## src/rtl/lsu_pkg.sv

```systemverilog
// Shared types and constants for the RV32I load/store unit.
package lsu_pkg;

    localparam int unsigned XLEN = 32;

    typedef enum logic [2:0] {
        ST_IDLE,
        ST_RD,
        ST_WR,
        ST_RMW_RD,
        ST_RMW_WR,
        ST_DONE
    } lsu_state_e;

    localparam logic [2:0] F3_LB  = 3'b000;
    localparam logic [2:0] F3_LH  = 3'b001;
    localparam logic [2:0] F3_LW  = 3'b010;
    localparam logic [2:0] F3_LBU = 3'b100;
    localparam logic [2:0] F3_LHU = 3'b101;

    localparam logic [1:0] F3_SB = 2'b00;
    localparam logic [1:0] F3_SH = 2'b01;
    localparam logic [1:0] F3_SW = 2'b10;

    localparam logic [3:0] MEM_RD_WORD = 4'b1010;
    localparam logic [2:0] MEM_WR_WORD = 3'b110;

    // Size code is funct3[1:0]: 00 byte, 01 half, 10 word, 11 has no legal size.
    function automatic logic is_misaligned(input logic [1:0] size, input logic [1:0] addr_lo);
        case (size)
            2'b00:   return 1'b0;
            2'b01:   return addr_lo[0];
            2'b10:   return (addr_lo != 2'b00);
            default: return 1'b1;
        endcase
    endfunction

endpackage

```

## src/rtl/lsu_lane_mux.sv

```systemverilog
// Byte/halfword lane extraction with sign/zero extension for loads,
// and lane merge of store data into a memory word for sub-word stores.
module lsu_lane_mux
    import lsu_pkg::*;
(
    input  logic [2:0]      funct3_i,
    input  logic [1:0]      addr_lo_i,
    input  logic [XLEN-1:0] word_i,
    input  logic [XLEN-1:0] store_data_i,
    output logic [XLEN-1:0] load_data_o,
    output logic [XLEN-1:0] merged_o
);

    logic [7:0]  byte_sel;
    logic [15:0] half_sel;

    always_comb begin
        byte_sel = word_i[7:0];
        case (addr_lo_i)
            2'd0:    byte_sel = word_i[7:0];
            2'd1:    byte_sel = word_i[15:8];
            2'd2:    byte_sel = word_i[23:16];
            default: byte_sel = word_i[31:24];
        endcase
        half_sel = addr_lo_i[1] ? word_i[31:16] : word_i[15:0];
    end

    always_comb begin
        load_data_o = word_i;
        case (funct3_i)
            F3_LB:   load_data_o = {{24{byte_sel[7]}}, byte_sel};
            F3_LH:   load_data_o = {{16{half_sel[15]}}, half_sel};
            F3_LBU:  load_data_o = {24'd0, byte_sel};
            F3_LHU:  load_data_o = {16'd0, half_sel};
            default: load_data_o = word_i;
        endcase
    end

    // Only the addressed lane takes store data; the rest keep the read word.
    always_comb begin
        merged_o = word_i;
        case (funct3_i[1:0])
            F3_SB: begin
                case (addr_lo_i)
                    2'd0:    merged_o[7:0]   = store_data_i[7:0];
                    2'd1:    merged_o[15:8]  = store_data_i[7:0];
                    2'd2:    merged_o[23:16] = store_data_i[7:0];
                    default: merged_o[31:24] = store_data_i[7:0];
                endcase
            end
            F3_SH: begin
                if (addr_lo_i[1]) merged_o[31:16] = store_data_i[15:0];
                else              merged_o[15:0]  = store_data_i[15:0];
            end
            default: merged_o = store_data_i;
        endcase
    end

endmodule

```

## src/rtl/load_store_unit.sv

```systemverilog
// MA-stage load/store initiator: turns RV32I loads/stores into aligned word
// transactions, with read-modify-write for SB/SH and fault detection.
module load_store_unit
    import lsu_pkg::*;
(
    input  logic            clock,
    input  logic            reset,
    input  logic [3:0]      cpu_read,
    input  logic [2:0]      cpu_write,
    input  logic [XLEN-1:0] cpu_address,
    input  logic [XLEN-1:0] cpu_writedata,
    output logic [XLEN-1:0] cpu_readdata,
    output logic            cpu_busywait,
    output logic            cpu_fault,
    output logic [3:0]      mem_read,
    output logic [2:0]      mem_write,
    output logic [XLEN-1:0] mem_address,
    output logic [XLEN-1:0] mem_writedata,
    input  logic [XLEN-1:0] mem_readdata,
    input  logic            mem_busywait
);

    lsu_state_e      state_q, state_d;
    logic [XLEN-1:0] cpu_readdata_q, cpu_readdata_d;
    logic            cpu_fault_q, cpu_fault_d;
    logic [3:0]      mem_read_q, mem_read_d;
    logic [2:0]      mem_write_q, mem_write_d;
    logic [XLEN-1:0] mem_address_q, mem_address_d;
    logic [XLEN-1:0] mem_writedata_q, mem_writedata_d;

    logic            load_en_c, store_en_c, load_legal_c, req_fault_c;
    logic [2:0]      lane_funct3_c;
    logic [XLEN-1:0] load_data_c, merged_c;

    assign load_en_c  = cpu_read[3];
    assign store_en_c = cpu_write[2];

    always_comb begin
        load_legal_c = (cpu_read[2:0] == F3_LB)  || (cpu_read[2:0] == F3_LH) ||
                       (cpu_read[2:0] == F3_LW)  || (cpu_read[2:0] == F3_LBU) ||
                       (cpu_read[2:0] == F3_LHU);
        req_fault_c  = (load_en_c & store_en_c) |
                       (load_en_c & (~load_legal_c | is_misaligned(cpu_read[1:0], cpu_address[1:0]))) |
                       (store_en_c & is_misaligned(cpu_write[1:0], cpu_address[1:0]));
        lane_funct3_c = load_en_c ? cpu_read[2:0] : {1'b0, cpu_write[1:0]};
    end

    lsu_lane_mux u_lane_mux (
        .funct3_i     (lane_funct3_c),
        .addr_lo_i    (cpu_address[1:0]),
        .word_i       (mem_readdata),
        .store_data_i (cpu_writedata),
        .load_data_o  (load_data_c),
        .merged_o     (merged_c)
    );

    always_ff @(posedge clock or posedge reset) begin
        if (reset) begin
            state_q         <= ST_IDLE;
            cpu_readdata_q  <= '0;
            cpu_fault_q     <= 1'b0;
            mem_read_q      <= '0;
            mem_write_q     <= '0;
            mem_address_q   <= '0;
            mem_writedata_q <= '0;
        end else begin
            state_q         <= state_d;
            cpu_readdata_q  <= cpu_readdata_d;
            cpu_fault_q     <= cpu_fault_d;
            mem_read_q      <= mem_read_d;
            mem_write_q     <= mem_write_d;
            mem_address_q   <= mem_address_d;
            mem_writedata_q <= mem_writedata_d;
        end
    end

    // mem_writedata_q doubles as the RMW merge register.
    always_comb begin
        state_d         = state_q;
        cpu_readdata_d  = cpu_readdata_q;
        cpu_fault_d     = cpu_fault_q;
        mem_address_d   = mem_address_q;
        mem_writedata_d = mem_writedata_q;

        case (state_q)
            ST_IDLE: begin
                if (load_en_c | store_en_c) begin
                    if (req_fault_c) begin
                        state_d     = ST_DONE;
                        cpu_fault_d = 1'b1;
                    end else if (load_en_c) begin
                        state_d = ST_RD;
                    end else if (cpu_write[1:0] == F3_SW) begin
                        state_d         = ST_WR;
                        mem_writedata_d = cpu_writedata;
                    end else begin
                        state_d = ST_RMW_RD;
                    end
                end
            end
            ST_RD: begin
                if (!mem_busywait) begin
                    state_d        = ST_DONE;
                    cpu_readdata_d = load_data_c;
                end
            end
            ST_WR: begin
                if (!mem_busywait) state_d = ST_DONE;
            end
            ST_RMW_RD: begin
                if (!mem_busywait) begin
                    state_d         = ST_RMW_WR;
                    mem_writedata_d = merged_c;
                end
            end
            ST_RMW_WR: begin
                if (!mem_busywait) state_d = ST_DONE;
            end
            ST_DONE: begin
                state_d     = ST_IDLE;
                cpu_fault_d = 1'b0;
            end
            default: state_d = ST_IDLE;
        endcase

        // Requests are registered from the next state so they are live in that state.
        mem_read_d  = ((state_d == ST_RD) || (state_d == ST_RMW_RD)) ? MEM_RD_WORD : 4'b0000;
        mem_write_d = ((state_d == ST_WR) || (state_d == ST_RMW_WR)) ? MEM_WR_WORD : 3'b000;
        if ((state_d != ST_IDLE) && (state_d != ST_DONE))
            mem_address_d = {cpu_address[XLEN-1:2], 2'b00};
    end

    assign cpu_busywait  = (load_en_c | store_en_c) & (state_q != ST_DONE);
    assign cpu_readdata  = cpu_readdata_q;
    assign cpu_fault     = cpu_fault_q;
    assign mem_read      = mem_read_q;
    assign mem_write     = mem_write_q;
    assign mem_address   = mem_address_q;
    assign mem_writedata = mem_writedata_q;

endmodule
```

## config.mk

```make
export PLATFORM = sky130hd
export DESIGN_NAME = load_store_unit
export DESIGN_NICKNAME = d
export VERILOG_FILES = /design/src/rtl/lsu_pkg.sv /design/src/rtl/lsu_lane_mux.sv /design/src/rtl/load_store_unit.sv
export SDC_FILE = /design/constraint.sdc
export NUM_CORES = 1
export LEC_CHECK = 0
export CORE_ASPECT_RATIO = 0.5
export CORE_MARGIN = 10
export CORE_UTILIZATION = 30
export DETAILED_ROUTE_END_ITERATION = 12
export PLACE_DENSITY = 0.59
export SYNTH_ARGS = -nofsm -noshare
export SYNTH_HDL_FRONTEND = slang
export SYNTH_SLANG_ARGS = --single-unit
```

## constraint.sdc

```tcl
create_clock -name clock -period 6.4 [get_ports clock]
set_clock_uncertainty 0.2 [all_clocks]
set_input_delay 1.28 -clock clock [delete_from_list [all_inputs] [get_ports clock]]
set_output_delay 1.28 -clock clock [all_outputs]
set_load 0.1 [all_outputs]
```

**Word level (Yosys, flattened, before mapping)**

Cells that the tools add are included.

- Bits in read-only memories: 0
- Bits in latches: 0
- Memories: 0
- Memory bits (writable): 0
- Bits in registers: 105
- Output and inout port bits: 105

- Shift-type cells: 0
- Multiplexer cells: 31
- Add/subtract/negate cells: 0
- Eq/ne operators: 31
- Divide/modulo/power cells: 0
- Reductions and logical operators: 23
- Multipliers: 0
- Magnitude comparators: 0
- Bitwise gates (word level): 10

Operators with widths:

| operator | count |
|---|---|
| 32-bit two-way mux | 5 |
| 32-bit case mux with 2 select lines | 2 |
| 32-bit case mux with 4 select lines | 1 |
| 16-bit two-way mux | 3 |
| 8-bit two-way mux | 4 |
| 8-bit case mux with 3 select lines | 1 |
| 3-bit == test (second input constant) | 7 |
| 3-bit two-way mux | 6 |
| 3-bit by 2-bit == test with 1-bit output (second input constant) | 5 |
| 3-bit by 1-bit == test with 1-bit output (second input constant) | 4 |
| 2-bit != test (second input constant) | 6 |
| 3-bit zero test | 3 |
| 3-bit case mux with 3 select lines | 1 |
| 2-bit by 1-bit == test with 1-bit output (second input constant) | 4 |
| 2-bit zero test | 4 |
| 2-bit == test (second input constant) | 3 |
| 1-bit logical OR | 6 |
| 3-bit != test (second input constant) | 2 |
| 1-bit case mux with 3 select lines | 2 |
| 6-bit AND reduction | 1 |
| 2-bit nonzero test | 3 |
| 3-bit OR reduction | 2 |
| 1-bit bitwise AND | 4 |
| 4-bit two-way mux | 1 |
| 9 further kinds | 15 |

**Longest topological paths before layout**

- Depth in word-level cells: 16
- Depth in mapped cells: 9
- Mapped depth without buffers: 6

**By module**

A second synthesis with hierarchy kept.

- Cell total of the unflattened synthesis: 568
- Area, all modules: 5,908.2 um^2

By module, submodules not included:

| module | times used | cells each | sequential area each (um^2) | area each (um^2) |
|---|---|---|---|---|
| load_store_unit | 1 | 332 | 2,502.4 | 4,365.4 |
| lsu_lane_mux | 1 | 236 | 0.0 | 1,542.7 |

**Worst setup path before layout**

Ideal clock, no wire load.

- Kind: input-to-output
- From: in cpu_write[2]
- To: out cpu_busywait
- Path slack: 2.277 ns
- Cell stages on the path: 2
- Path buffers: 0
- Arrival time: 2.643 ns
- Path through: nor2_1 > nor2b_1

- Cells in the longest elaborated chain, start to end: 2

RTL lines:

| what | RTL line | text |
|---|---|---|
| start: declaration | load_store_unit.sv:9 | `input logic [2:0] cpu_write,` |
| 1-bit bitwise OR | load_store_unit.sv:133 | `assign cpu_busywait = (load_en_c \| store_en_c) & (state_q != ST_DONE);` |
| 1-bit bitwise AND | load_store_unit.sv:133 |  |
| end: declaration | load_store_unit.sv:13 | `output logic cpu_busywait,` |

Every way passes these cells.

**Worst setup path after layout**

- From: in cpu_read[3]
- To: out cpu_busywait

- Cells in the longest elaborated chain, start to end: 2

RTL lines:

| what | RTL line | text |
|---|---|---|
| start: declaration | load_store_unit.sv:8 | `input logic [3:0] cpu_read,` |
| 1-bit bitwise OR | load_store_unit.sv:133 |  |
| 1-bit bitwise AND | load_store_unit.sv:133 |  |

Every way passes these cells.

==> results.md <==
* Starting utilization of the core area at 31.0%
* Die W at 205 um
* CP Capture Type: primary output
* Clock input transition at the sequential cells of the worst setup and hold paths at 60 ps
* Depth of the worst register-to-register path at 7
* Largest cells by area after synthesis: sky130_fd_sc_hd__dfrtp_1 (49%), sky130_fd_sc_hd__mux2_2 (6.2%), sky130_fd_sc_hd__a21oi_1 (4.9%)
* Final estimated routing congestion in global placement at 0.864
* Post-synthesis average cell area at 9.76 um2
* DRT antenna net count at 0
* Startpoint class of the critical path: input port
* Startpoint of the lowest-slack register-to-register path: state_q[0]
* Count of buffers inserted at the top-level ports at 205
* Post-route non-filler standard cell count at 942
* First-pass GRT wire length at 29.3 mm
* Worst hold margin at 278 ps
* Internal reg-to-reg setup slack at 3180 ps
* Clk buf depth at 2
* Pin count of the biggest net entering global routing at 59
* Fin. Hold Viols at 0
* Count of cells along the worst hold path at 2
* Cell taking the most area after synthesis: sky130_fd_sc_hd__dfrtp_1
* Aggregate routed wire length at 19.7 mm
* Flip-flop and latch count after synthesis at 100
* Gate count of the mapped netlist at 525
* Type of the setup path with the least slack: input port to primary output
* FILL cells at 1595
* TNS Setup at 0 ps
* Hold wc startpoint: mem_writedata[23]
* Design area at 0.00762 mm2
* Placed instance count at 925
* Slew @ Worst Pin at 1150 ps
* Aggregate global-route resource usage at 16.3%
* Yosys warnings at 0
* Run status: finished, final reports clean
* Inserted Clock Buffers at 9
* Arrival time of data at the critical path endpoint at 3480 ps
* Unrepaired setup endpoints after global routing: false
* Achievable Freq at 0.202 GHz
* Minimum clock period after layout at 4960 ps
* Iteration-0 DRC count of the detailed router at 405
* Largest stage delay on the critical path at 1140 ps
* Cts repair resizes at 0
* Detailed-route vias per instance at 5.12
* Max-cap viol count at 0
* Post-synth ARST share at 100%
* Maximum level of the CTS H-tree at 3
* Worst Path Buf+Inv at 2
* Top post-synthesis cells by count: sky130_fd_sc_hd__dfrtp_1 (100), sky130_fd_sc_hd__nor2_1 (56), sky130_fd_sc_hd__nand2_1 (51)
* Worst Hold Endpoint: mem_writedata[23]
* Hold bufs inserted after CTS at 0
* Type of the tightest min-delay check: flip-flop to flip-flop
* Rows at 33
* Total grt overflow at 0
* Worst slew slack as a fraction of its limit at 23.5%
* Mapped cell area at 0.00513 mm2
* Via count of the first global-routing pass at 4705
* Cell type with the highest occurrence count on the critical path: sky130_fd_sc_hd__clkdlybuf4s50_1
* CP top delay family: buffers and inverters
* Synth top area share at 48.8%
* Clock sinks at 100
* Residual DRC at 0
* Via total after detailed routing at 4822
* Cells traversed along the worst timing path: clkdlybuf4s50_1 > nor2_1 > nor2b_1 > clkdlybuf4s50_1
* Avg WL per Cell at 20.9 um
* I/O pin count at 211
* Instance area at placement at 0.00732 mm2
* Net count, final at 815
* Most frequent cell after synthesis: sky130_fd_sc_hd__dfrtp_1
* Period Utilization, post-route at 77.5%
* Top FF cell, synth: sky130_fd_sc_hd__dfrtp_1
* Total Die Area at 0.0230 mm2
* First element of the critical path: cpu_read[3]
* Layout cell share with drive strength beyond 1 at 8.68%
* Antenna violations before repair at 1
* Reg-to-reg critical path endpoint: mem_writedata[7]
* Data required time at the worst endpoint at 4920 ps
* Core Region at 0.0166 mm2
* TritonCTS clock tree: done
* HPWL after DPL at 15.5 mm
* Setup Buffers After CTS at 0
* Number of synthesized flops with an enable pin at 0
* Synthesis-to-finish area growth at 48.6%
* Maximum net fanout on the critical path at 15
* Slowest stage cell on the critical path: sky130_fd_sc_hd__clkdlybuf4s50_1
* Number of setup violations in the final report at 0
* Count of distinct cell types in the synthesized netlist at 54
* Cell at the root of the clock tree: sky130_fd_sc_hd__clkbuf_16
* Final count of pins violating max slew at 0
* Worst skew pair latency at 350 ps
* Height of the die at 112 um
* First-pass detailed-route iteration total at 7
* Sequential share of the synthesized area at 48.8%
[tightest hold or removal path: stages (launching register included)]
cell	delay (ps)
sky130_fd_sc_hd__dfrtp_1	340
sky130_fd_sc_hd__nand2_1	50
sky130_fd_sc_hd__o21ai_0	60
[worst max path at each step]
stage	to	cells after the start
2_1_floorplan	cpu_busywait	2
3_3_place_gp	cpu_busywait	4
3_5_place_dp	cpu_busywait	4
4_1_cts	cpu_busywait	4
5_1_grt	cpu_busywait	4
6_report	cpu_busywait	4
[sequential cells by signal, summed over array words and instances (netlist names)]
register / flops
cpu_fault: 1
mem_write: 1
mem_address: 30
cpu_readdata: 32
mem_read: 1
state_q: 3
mem_writedata: 32
[cell families (layout without fill, tap and decap cells)]
logic type | Yosys count | after routing | synth area share, %
AO/OA/AOI/OAI | 171 | 171 | 21.4
buffers and inverters | 51 | 236 | 4.86
flip-flops | 100 | 100 | 48.8
multiplexers | 57 | 57 | 12.1
other | 1 | 6 | 0.0732
AND/OR/NAND/NOR | 145 | 145 | 12.7
[through the flow]
step                setup slack [ps]  util, %
floorplan                       2280        -
global placement                1440     44.2
CTS                             1450     46.0
detailed placement              1440     44.2
global route                    1340     46.0
finish                          1440     46.0
[final cells by class]
cell class	instances	area (um2)	share of cell area [%]
well taps	227	284	3.73
repair buffers	213	2110	27.7
clock buffers	10	229	3.01
multi-input cells	378	2390	31.4
diodes	1	2.50	0.0328
flip-flops and latches	100	2500	32.8
inverters	7	28.8	0.378
clock inverters	6	65.1	0.854
[routing by layer]
layer  vias up  track usage (%)  wire (um)
met1      2371             20.5       8420
met5         -                0          0
met3        18             4.54       1360
met2       167             27.1       9660
li1       2266                -          -
met4         0             4.19        268
[cells in the final DEF, fill, tap and decap left out, types with 5 or more instances in the layout]
cell type and n:
sky130_fd_sc_hd__clkdlybuf4s50_1 205, sky130_fd_sc_hd__and3_1 7, sky130_fd_sc_hd__nand2_1 51, sky130_fd_sc_hd__o22ai_1 9, sky130_fd_sc_hd__a221oi_1 10, sky130_fd_sc_hd__mux2_2 28, sky130_fd_sc_hd__nand3_1 6, sky130_fd_sc_hd__dfrtp_1 100
sky130_fd_sc_hd__inv_1 6, sky130_fd_sc_hd__o31ai_1 8, sky130_fd_sc_hd__conb_1 5, sky130_fd_sc_hd__clkbuf_16 9, sky130_fd_sc_hd__nor2_1 56, sky130_fd_sc_hd__o21ai_0 50, sky130_fd_sc_hd__a21oi_1 50, sky130_fd_sc_hd__mux2i_1 25
sky130_fd_sc_hd__buf_4 8, sky130_fd_sc_hd__a22o_1 11
Power is not shown: default switching activity piles up to over one toggle a cycle in this logic, so the estimate is an artifact.
